<file path="src/rtl/dac_seg_sched.sv">
// Per-frame segment scheduler: on an accepted frame it runs header, body and memory
// sources in fixed order, one go pulse per source, guarded by a per-segment watchdog.
module dac_seg_sched #(
    parameter int unsigned WD_W        = 16,
    parameter int unsigned FRAME_CNT_W = 16
) (
    input  logic                   clk,
    input  logic                   arstn,
    input  logic                   frame_tx,
    input  logic                   abort,
    input  logic [2:0]             seg_en,
    input  logic [WD_W-1:0]        wd_limit,
    input  logic                   clr_err,
    input  logic                   hdr_done,
    input  logic                   body_done,
    input  logic                   mem_done,
    output logic                   hdr_go,
    output logic                   body_go,
    output logic                   mem_go,
    output logic [1:0]             src_sel,
    output logic                   busy,
    output logic                   frame_done,
    output logic [FRAME_CNT_W-1:0] frame_cnt,
    output logic                   overrun,
    output logic                   timeout
);

    // The state encoding doubles as the output mux select and is the visible FSM state.
    typedef enum logic [1:0] {
        S_IDLE = 2'd0,
        S_HDR  = 2'd1,
        S_BODY = 2'd2,
        S_MEM  = 2'd3
    } state_t;

    state_t                 state_q, state_d;
    logic [2:0]             en_q, en_d;
    logic [WD_W-1:0]        wd_q, wd_d;
    logic [FRAME_CNT_W-1:0] cnt_q, cnt_d;
    logic [2:0]             go_q, go_d;
    logic                   ov_q, ov_d;
    logic                   to_q, to_d;
    logic                   fd_q, fd_d;
    logic                   busy_q, busy_d;
    logic                   enter;
    logic                   seg_done;
    logic                   ov_set;
    logic                   to_set;

    // First enabled segment strictly after 'from' in hdr->body->mem order, else IDLE.
    function automatic state_t next_seg(input state_t from, input logic [2:0] en);
        state_t nxt;
        nxt = S_IDLE;
        if (en[2] && (from < S_MEM))  nxt = S_MEM;
        if (en[1] && (from < S_BODY)) nxt = S_BODY;
        if (en[0] && (from < S_HDR))  nxt = S_HDR;
        return nxt;
    endfunction

    // Source handshake: go is a one-cycle start pulse on segment entry; the source
    // answers with a one-cycle done on its last valid cycle. A done from any source
    // other than the active one is dropped.
    always_comb begin
        state_d = state_q;
        en_d    = en_q;
        wd_d    = wd_q;
        cnt_d   = cnt_q;
        enter   = 1'b0;
        fd_d    = 1'b0;
        ov_set  = 1'b0;
        to_set  = 1'b0;

        seg_done = ((state_q == S_HDR)  && hdr_done)  ||
                   ((state_q == S_BODY) && body_done) ||
                   ((state_q == S_MEM)  && mem_done);

        if (abort) begin
            state_d = S_IDLE;
            wd_d    = '0;
        end else if (state_q == S_IDLE) begin
            if (frame_tx && (seg_en != 3'b000)) begin
                en_d    = seg_en;
                cnt_d   = cnt_q + 1'b1;
                state_d = next_seg(S_IDLE, seg_en);
                enter   = 1'b1;
                wd_d    = '0;
            end
        end else begin
            ov_set = frame_tx;
            if (seg_done) begin
                state_d = next_seg(state_q, en_q);
                wd_d    = '0;
                enter   = (state_d != S_IDLE);
                fd_d    = (state_d == S_IDLE);
            end else if ((wd_limit != '0) && (wd_q == wd_limit)) begin
                state_d = S_IDLE;
                wd_d    = '0;
                to_set  = 1'b1;
            end else begin
                wd_d = wd_q + 1'b1;
            end
        end

        // A new error event wins over a simultaneous clear.
        ov_d   = ov_set | (ov_q & ~clr_err);
        to_d   = to_set | (to_q & ~clr_err);
        go_d   = enter ? {state_d == S_MEM, state_d == S_BODY, state_d == S_HDR} : 3'b000;
        busy_d = (state_d != S_IDLE);
    end

    always_ff @(posedge clk or negedge arstn) begin
        if (!arstn) begin
            state_q <= S_IDLE;
            en_q    <= 3'b000;
            wd_q    <= '0;
            cnt_q   <= '0;
            go_q    <= 3'b000;
            ov_q    <= 1'b0;
            to_q    <= 1'b0;
            fd_q    <= 1'b0;
            busy_q  <= 1'b0;
        end else begin
            state_q <= state_d;
            en_q    <= en_d;
            wd_q    <= wd_d;
            cnt_q   <= cnt_d;
            go_q    <= go_d;
            ov_q    <= ov_d;
            to_q    <= to_d;
            fd_q    <= fd_d;
            busy_q  <= busy_d;
        end
    end

    assign hdr_go     = go_q[0];
    assign body_go    = go_q[1];
    assign mem_go     = go_q[2];
    assign src_sel    = state_q;
    assign busy       = busy_q;
    assign frame_done = fd_q;
    assign frame_cnt  = cnt_q;
    assign overrun    = ov_q;
    assign timeout    = to_q;

endmodule
</file>
<file path="config.mk">
export PLATFORM = sky130hd
export DESIGN_NAME = dac_seg_sched
export DESIGN_NICKNAME = d
export VERILOG_FILES = /design/src/rtl/dac_seg_sched.sv
export SDC_FILE = /design/constraint.sdc
export NUM_CORES = 1
export LEC_CHECK = 0
export CAP_MARGIN = 20
export CORE_ASPECT_RATIO = 1.75
export CORE_UTILIZATION = 25
export CTS_CLUSTER_SIZE = 12
export DETAILED_ROUTE_END_ITERATION = 16
export SYNTH_ARGS = -nofsm -noshare
export SYNTH_HDL_FRONTEND = slang
export SYNTH_SLANG_ARGS = --single-unit
</file>
<file path="constraint.sdc">
create_clock -name clk -period 2.5 [get_ports clk]
set_clock_uncertainty 0.2 [all_clocks]
set_input_delay 0.25 -clock clk [delete_from_list [all_inputs] [get_ports clk]]
set_output_delay 0.25 -clock clk [all_outputs]
set_load 0.05 [all_outputs]
</file>
==> impl_metrics.json <==
{
  "cts_buffers": 5,
  "cp.arrival_ns": 2.13,
  "critPathMaxStageDelay_ns": 0.45,
  "wirelength_um": 5646,
  "hold_viol_final": 0,
  "viasPerCell": 4.789,
  "post-route-util_pct": 35.49,
  "overflow": 0,
  "power_density_nw_per_um2": 805.3,
  "hold_class": "in2async",
  "clkTransAtPathRegs_ns": 0.06,
  "post_cts_buffers": 0,
  "vias": 2045,
  "grt_max_degree": 21,
  "cpMostUsedCell": "nand3_1",
  "first_global_vias": 2036,
  "setup_viol": 0,
  "core-area_um2": 9151,
  "die-area_um2": 9959,
  "place_congestion": 0.7964,
  "die_w_um": 75.87,
  "area_growth_pct": 36.06,
  "fin_crit_sh_pct": 86.59,
  "ctsRootBufferMaster": "clkbuf_16",
  "syn_nets": 273,
  "avgSynthCellArea_um2": 9.784,
  "track_usage_pct": 12.44,
  "ys_warn_count": 0,
  "hpwl_um": 4490,
  "crit_path_start_kind": "register",
  "path_cells": "ha_1 -> nand3_1 -> or3_1 -> nor2_1 -> nand3_1 -> o311ai_0",
  "clkLatencyLatePin_ns": 0.28,
  "drt-initial-drc-count": 52,
  "start_util_pct": 26.09,
  "rsz0062_at_grt": "false",
  "cts.htree.levels": 2,
  "critPathMaxFanout": 6,
  "crit_path_top_delay_cell": "dfrtp_1",
  "synthCells": 244,
  "crit_type": "reg2reg",
  "yosys_register_bits": 44,
  "antenna_found_initial": 0,
  "synth_cell_types": 43,
  "cts_tree": "built",
  "io_pins": 52,
  "diodes": 0,
  "ant_nets": 0,
  "rows": 46,
  "outcome": "finished, final reports clean",
  "maxCapViolations": 0,
  "slew-limit-headroom_pct": 65.72,
  "drive_above_1_share_pct": 9.446,
  "synth_seq_area_share_pct": 46.12,
  "irDropWorstVdd_mv": 0.4090,
  "cts.sinks": 44,
  "max_freq_ghz": 0.4620,
  "slew_violations": 0,
  "routedWlPerCell_um": 13.22,
  "crit_path_end_kind": "register",
  "worst_slew_pin_slew_ns": 0.5127,
  "fin_setup_tns_ns": 0,
  "numPortBuffers": 51,
  "clockBufferDepth": 2,
  "die_h_um": 131.3,
  "drc": 0,
  "nets": 335,
  "power.leakage_nw": 1.353,
  "netlist_area_um2": 2387,
  "first_pass_iters": 4,
  "grt_pass1_wl_um": 9522,
  "cp.required_ns": 2.46,
  "min_period_ns": 2.165
}
==> power by group <==
| part | switching [mW] | internal [mW] | leakage [nW] |
|---|---|---|---|
| logic | 0.610 | 0.405 | 0.683 |
| clock network | 0.257 | 0.393 | 0.0766 |
| registers | 0.123 | 0.827 | 0.593 |
| total | 0.990 | 1.63 | 1.35 |
==> state kept, by name (all words and copies together) (netlist names) <==
register    flops
wd_q           16
timeout         1
src_sel         2
frame_done      1
busy            1
en_q            3
frame_cnt      16
overrun         1
go_q            3
==> per-stage QoR <==
step	hold WS (ns)	instance area, µm²	worst slack (ns)	total power, mW	cells
after floorplan	-0.2456	2387	0.1562	1.593	244
after global placement	-0.005972	3089	0.1517	1.965	418
after detailed placement	-0.01232	3089	0.06256	1.984	418
after CTS	0.2296	3248	0.3344	2.647	427
after global routing	0.2697	3248	0.1195	2.774	427
final	0.2200	3248	0.3354	2.616	427
==> placed cells by master, fill, tap and decap left out, types with 2 or more instances in the layout <==
master            n
a21o_1            3
a21oi_1           7
a22o_1            3
a31oi_1           2
and2_1            2
and3_1            6
and4_1            3
buf_4             8
clkbuf_16         5
clkdlybuf4s50_1  50
clkinv_2          2
dfrtp_1          44
ha_1              2
inv_1            13
mux2_2            4
mux2i_1           3
nand2_1          26
nand2b_1          4
nand3_1          13
nand3b_1          3
nand4_1           8
nor2_1           17
nor2b_1           2
nor4_1            6
o21ai_0           8
o22ai_1           4
o311ai_0          3
o32ai_1           2
or2_2             2
or3_1             3
xnor2_1          22
xor2_1           11
==> final timing paths <==
check                                          startpoint                   endpoint  slack [ns]  cells past startpoint
worst max-delay path                  wd_q[1]$_DFFE_PN0P_       wd_q[14]$_DFFE_PN0P_        0.34                      6
worst min-delay path                                arstn          overrun$_DFF_PN0_        0.22                      2
worst max register to register        wd_q[1]$_DFFE_PN0P_       wd_q[14]$_DFFE_PN0P_        0.34                      6
worst min register to register  frame_cnt[15]$_DFFE_PN0P_  frame_cnt[15]$_DFFE_PN0P_        0.26                      1
max in group asynchronous                           arstn   frame_cnt[6]$_DFFE_PN0P_        1.34                      3
min in group clk                frame_cnt[15]$_DFFE_PN0P_  frame_cnt[15]$_DFFE_PN0P_        0.26                      1
==> cells by family (layout without fill, tap and decap cells) <==
logic type / Yosys count / count (layout) / synth area share, %
buf+inv: 19 / 82 / 3.459
mux: 7 / 7 / 3.145
fa+ha+maj: 2 / 2 / 1.048
flops: 44 / 44 / 46.12
xor+xnor: 33 / 33 / 12.11
simple gates: 100 / 100 / 23.01
compound gates: 39 / 39 / 11.11
==> worst max-delay path: cells and delay by family (launching register included) <==
family	cells	cell delay, ns
flops	1	0.45
fa+ha+maj	1	0.23
compound gates	1	0.30
simple gates	4	0.87
==> Yosys cell counts, drive strengths merged <==
cell type	number	area (µm²)
buf	5	30.02
nand2b	5	38.78
mux2	4	45.04
and4	3	26.28
a21oi	7	35.03
a21boi	1	7.510
and2	2	12.51
o21bai	1	7.510
dfrtp	44	1101
o31ai	1	7.510
mux2i	3	30.03
o2bb2ai	1	8.760
inv	13	48.80
or3	3	18.77
nor4	8	71.32
nand3	14	75.07
ha	2	25.02
a22o	3	26.28
nor2	17	63.81
nand4	8	50.05
nor3	1	10.01
xnor2	22	192.7
nand2	26	97.59
and3	6	37.54
or2	2	12.51
a21o	3	22.52
o22ai	4	25.02
nor2b	2	12.51
o21ai	8	40.04
nand3b	3	22.52
a221o	1	10.01
o311ai	4	35.04
a41o	1	10.01
o32ai	2	17.52
a31oi	2	12.51
clkbuf	1	3.750
xor2	11	96.34
==> repair_timing <==
item | 4_1_cts | 5_1_grt
gates resized for setup | 0 | 0
hold buffers | 1 | 0
endpoints found under the hold margin | 15 | 0
==> layout make-up <==
cell class              count  area [µm²]
repair buffers             61       595.6
clock buffers               6       138.9
multi-input cells         181        1204
flip-flops and latches     44        1101
inverters                  13       48.80
clock inverters             2       10.01
fillers                   939        5903
well taps                 120       150.1
==> per-layer routing <==
layer / global-route usage (%) / vias to the layer above / wire [µm]
li1: - / 984 / -
met1: 13.07 / 990 / 2206
met2: 23.06 / 64 / 3126
met3: 2.377 / 7 / 224
met4: 4.527 / 0 / 89
met5: 0 / - / 0
(Power assumes the default switching activity.)
